### src/rtl/change_dispenser.sv
// Pays a change amount out as individual 2-cent / 1-cent coin ejects, one req/ack
// handshake per coin, with a one-deep pending buffer, overrun flag and ack timeout.
module change_dispenser #(
    parameter int R_WIDTH     = 3,
    parameter int ACK_TIMEOUT = 15
) (
    input  logic               clk,
    input  logic               reset,
    input  logic [R_WIDTH-1:0] r,
    input  logic               two_empty,
    input  logic               hopper_ack,
    input  logic               clr_fault,
    output logic               pay_two,
    output logic               pay_one,
    output logic               busy,
    output logic               done,
    output logic               fault,
    output logic               overrun
);

    localparam int TW = $clog2(ACK_TIMEOUT + 1);

    typedef enum logic [2:0] {IDLE, SELECT, PAY, GAP, DONE, FAULT} state_t;

    state_t             state, state_next;
    logic [R_WIDTH-1:0] remaining;
    logic [R_WIDTH-1:0] pending;
    logic               pend_valid;
    logic               coin;
    logic [TW-1:0]      timer;
    logic               overrun_q;
    logic               r_cap;
    logic               slot_free;

    always_ff @(posedge clk or negedge reset) begin
        if (!reset) state <= IDLE;
        else        state <= state_next;
    end

    always_comb begin
        state_next = state;
        case (state)
            IDLE:   if (r != '0) state_next = SELECT;
            SELECT: state_next = (remaining == '0) ? DONE : PAY;
            PAY: begin
                if (hopper_ack)                          state_next = GAP;
                else if (timer == TW'(ACK_TIMEOUT - 1))  state_next = FAULT;
            end
            GAP:    if (!hopper_ack) state_next = SELECT;
            DONE:   state_next = pend_valid ? SELECT : IDLE;
            FAULT:  if (clr_fault) state_next = IDLE;
            default: state_next = IDLE;
        endcase
    end

    always_comb begin
        pay_two = (state == PAY) &&  coin;
        pay_one = (state == PAY) && !coin;
        busy    = (state != IDLE);
        done    = (state == DONE);
        fault   = (state == FAULT);
        overrun = overrun_q;
    end

    // A load out of the pending slot in DONE frees it for a request arriving that same cycle.
    assign r_cap     = (state != IDLE) && (r != '0);
    assign slot_free = !pend_valid || (state == DONE);

    always_ff @(posedge clk or negedge reset) begin
        if (!reset) begin
            remaining <= '0;
            coin      <= 1'b0;
            timer     <= '0;
        end else begin
            case (state)
                IDLE:   if (r != '0) remaining <= r;
                SELECT: begin
                    coin  <= (remaining >= R_WIDTH'(2)) && !two_empty;
                    timer <= '0;
                end
                PAY: begin
                    if (hopper_ack) remaining <= remaining - (coin ? R_WIDTH'(2) : R_WIDTH'(1));
                    else            timer     <= timer + TW'(1);
                end
                DONE:   if (pend_valid) remaining <= pending;
                FAULT:  if (clr_fault) remaining <= '0;
                default: ;
            endcase
        end
    end

    always_ff @(posedge clk or negedge reset) begin
        if (!reset) begin
            pending    <= '0;
            pend_valid <= 1'b0;
            overrun_q  <= 1'b0;
        end else begin
            if (state == FAULT && clr_fault) begin
                pend_valid <= 1'b0;
            end else if (r_cap && slot_free) begin
                pending    <= r;
                pend_valid <= 1'b1;
            end else if (state == DONE && pend_valid) begin
                pend_valid <= 1'b0;
            end

            if (clr_fault)                 overrun_q <= 1'b0;
            else if (r_cap && !slot_free)  overrun_q <= 1'b1;
        end
    end

endmodule

### config.mk
export PLATFORM = sky130hd
export DESIGN_NAME = change_dispenser
export DESIGN_NICKNAME = d
export VERILOG_FILES = /design/src/rtl/change_dispenser.sv
export SDC_FILE = /design/constraint.sdc
export NUM_CORES = 1
export LEC_CHECK = 0
export ABC_AREA = 1
export ABC_CLOCK_PERIOD_IN_PS = 2050
export BUFFER_PORTS_ARGS = -buffer_cell sky130_fd_sc_hd__buf_2
export CORE_UTILIZATION = 49
export DETAILED_ROUTE_END_ITERATION = 12
export PLACE_DENSITY = 0.69
export REMOVE_ABC_BUFFERS = 1
export SLEW_MARGIN = 20
export SYNTH_ARGS = -nofsm -noshare
export SYNTH_HDL_FRONTEND = slang
export SYNTH_SLANG_ARGS = --single-unit
### constraint.sdc
create_clock -name clk -period 2.05 [get_ports clk]
set_input_delay 0.3075 -clock clk [delete_from_list [all_inputs] [get_ports clk]]
set_output_delay 0.3075 -clock clk [all_outputs]
set_load 0.1 [all_outputs]
==> flow_summary.json <==
{
  "reg2reg_depth": 9,
  "grt_pass1_wl_mm": 3.59,
  "whs_path_depth": 2,
  "die-width_um": 48.7,
  "synth.distinct_cells": 23,
  "io_pins": 14,
  "clock_sinks": 16,
  "drc": 0,
  "fillers": 188,
  "grt_util_met2_pct": 30.3,
  "clkPwrFrac_pct": 9.7,
  "grt-busiest-layer": "met2",
  "cp.required_ps": 1740,
  "ys.warnings.count": 0,
  "synth_xor_area_share_pct": 2.46,
  "tritoncts": "built",
  "areaGrowthSynthToFinish_pct": 12.3,
  "die_y_um": 48.7,
  "syn_area_per_cell_um2": 7.52,
  "wl_mm": 2.02,
  "drive_gt1_share_pct": 26.4,
  "seqPwrFrac_pct": 31.3,
  "final_cell_area_um2": 1200,
  "muxShareOfSynthArea_pct": 0,
  "pre_cts_slack_ps": 431,
  "ys_top_cells_by_area": "dfrtp_1 (38%), nand2_1 (15%), nand3_1 (6.6%)",
  "cp_max_fo": 6,
  "reg2reg_slack_ps": 480,
  "portBuffers": 13,
  "use_met1_pct": 28.5,
  "leakagePower_uw": 0.000675,
  "r2r-start": "coin",
  "internal-power_uw": 821,
  "min_path_type": "input port to flip-flop",
  "path_cells": "nor2_2 > nand2_1 > inv_2 > buf_2",
  "die_area_um2": 2370,
  "vias_per_cell": 4.95,
  "cts-buffers-inserted": 3,
  "critPathSlowestCell": "dfrtp_1",
  "worst_setup_path_start_kind": "flip-flop",
  "crit_buf_inv": 2,
  "cts_hold_buf": 1,
  "cap_violations": 0,
  "rsz0062_at_grt": "no",
  "vias": 920,
  "grt_max_degree": 17,
  "synth_top_area_share_pct": 37.5,
  "n_antenna_cell": 0,
  "clock_latency_ps": 290,
  "synth_compound_area_share_pct": 5.39,
  "setup_viol": 0,
  "drt_first_pass_iters": 5,
  "design.core.area_um2": 2000,
  "cts_max_path_buffers": 2,
  "critPathTopFamily": "buffers and inverters",
  "post_cts_resized": 0,
  "synth_area_um2": 1070,
  "grt_pass1_vias": 858,
  "hpwl_mm": 1.55,
  "track_usage_pct": 20.1,
  "slew_violations": 0,
  "synth_largest_area_cell": "dfrtp_1",
  "initialDrtViolationCount": 18,
  "setup.worst_path.class": "flip-flop to primary output",
  "status": "finished, final reports clean",
  "cts_root_buf": "clkbuf_4",
  "hold_violations": 0,
  "fmax_mhz": 514,
  "reg2reg_to": "remaining[2]",
  "start_util_pct": 53.3,
  "synth_cells": 142,
  "synth.ff_latch_count": 16,
  "worstMarginPinSlew_ps": 484,
  "synth_top_family_by_area": "simple AND/OR/NAND/NOR gates",
  "end_kind": "primary output",
  "whs_endpoint": "coin",
  "min_from": "two_empty",
  "htreeDepth": 1,
  "slew_headroom_pct": 67.9,
  "synth_simple_gate_area_share_pct": 42.2,
  "clock_skew_ps": 2.36,
  "fin_ws_ps": 106,
  "placed_cell_area_um2": 1170,
  "wl_per_cell_um": 10.8,
  "switching_power_uw": 973,
  "period_minus_slack_ps": 1940,
  "synthAdderAreaFrac_pct": 5.39,
  "yosysSeqAreaShare_pct": 37.5,
  "arrival_ps": 1640,
  "num-nets-final": 173,
  "grt_overflow_total": 0,
  "globalplace.congestion": 0.768,
  "post_cts_buffers": 0,
  "fin_crit_sh_pct": 94.8,
  "antenna_left": 0,
  "swShare_pct": 54.2,
  "grt_use_met3_pct": 2.83,
  "antenna_found_initial": 0,
  "pwr-share-comb_pct": 59.0,
  "p_total_uw": 1790,
  "path_clk_slew_ps": 90,
  "crit_path_max_incr_delay_ps": 480,
  "powerDensity_nw_per_um2": 1500,
  "ir_drop_mv": 0.834,
  "row_count": 16
}
[metrics by stage]
step | utilization (%) | cells | hold WS, ps | setup TNS [ps]
finish | 59.9 | 186 | 181 | 0
floorplan | - | 142 | 11.9 | -393
global route | 59.9 | 186 | 182 | 0
global placement | 58.3 | 182 | 249 | 0
CTS | 59.9 | 186 | 184 | 0
detailed placement | 58.3 | 182 | 254 | 0
[metal layers]
layer	wire length, um	vias to the layer above
met1	966	418
met4	14	0
met3	103	2
met5	0	-
met2	933	22
li1	-	478
[state kept, by name (all words and copies together), names as in the netlist]
signal / cells
pend_valid: 1
state: 3
pending: 3
remaining: 3
overrun: 1
coin: 1
timer: 4
[cells in the final DEF, fill, tap and decap left out]
master / synthesis / routed
nand2_1: 42 / 42
dfrtp_1: 16 / 16
nand3_1: 14 / 14
nor2_1: 13 / 13
buf_2: 0 / 13
inv_1: 12 / 12
inv_2: 8 / 8
nand2_2: 6 / 6
o21ai_1: 5 / 5
nand2_4: 4 / 4
nor2_2: 3 / 3
nor2_4: 3 / 3
ha_1: 3 / 3
clkbuf_4: 0 / 3
xor2_1: 2 / 2
a21oi_1: 2 / 2
nand3_2: 1 / 1
or2_1: 1 / 1
nor3_1: 1 / 1
o211ai_1: 1 / 1
xnor2_1: 1 / 1
o31ai_1: 1 / 1
nand3_4: 1 / 1
a21boi_0: 1 / 1
fa_1: 1 / 1
dlygate4sd3_1: 0 / 1
[power groups by stage]
stage	registers, uW	clock network [uW]	logic, uW
5_1_grt	582	186	1170
3_5_place_dp	569	0	1060
3_3_place_gp	562	0	1040
6_report	561	175	1060
4_1_cts	562	175	1070
2_1_floorplan	592	0	843
[worst max-delay path by stage]
| stage | from | end | slack (ps) | depth (start not counted) |
|---|---|---|---|---|
| 2_1_floorplan | state[2] | pay_one | -200 | 3 |
| 3_3_place_gp | state[1] | done | 450 | 4 |
| 3_5_place_dp | state[1] | done | 430 | 4 |
| 4_1_cts | state[1] | done | 100 | 4 |
| 5_1_grt | state[1] | done | 20 | 4 |
| 6_report | state[1] | done | 110 | 4 |
[synthesized netlist by cell type]
| library cell | number |
|---|---|
| xnor2_1 | 1 |
| fa_1 | 1 |
| o21ai_1 | 5 |
| nor3_1 | 1 |
| inv_2 | 8 |
| nand3_2 | 1 |
| o31ai_1 | 1 |
| o211ai_1 | 1 |
| nand3_4 | 1 |
| nand2_4 | 4 |
| inv_1 | 12 |
| nand3_1 | 14 |
| nand2_2 | 6 |
| ha_1 | 3 |
| or2_1 | 1 |
| nor2_2 | 3 |
| a21oi_1 | 2 |
| dfrtp_1 | 16 |
| nor2_1 | 13 |
| xor2_1 | 2 |
| nand2_1 | 42 |
| a21boi_0 | 1 |
| nor2_4 | 3 |
[cells by family (layout without fill, tap and decap cells)]
kind of cell	count (synthesis)	count (layout)
flops	16	16
fa+ha+maj	4	4
buf+inv	20	37
simple gates	89	89
compound gates	10	10
xor+xnor	3	3
[cell type report]
class | count | area, um2 | share of cell area (%)
multi-input combinational | 106 | 592 | 49.4
sequential | 16 | 400 | 33.4
timing repair buffer | 14 | 75.1 | 6.26
inverter | 20 | 75.1 | 6.26
tap | 27 | 33.8 | 2.82
clock buffer | 3 | 22.5 | 1.88
(Power assumes the default switching activity.)
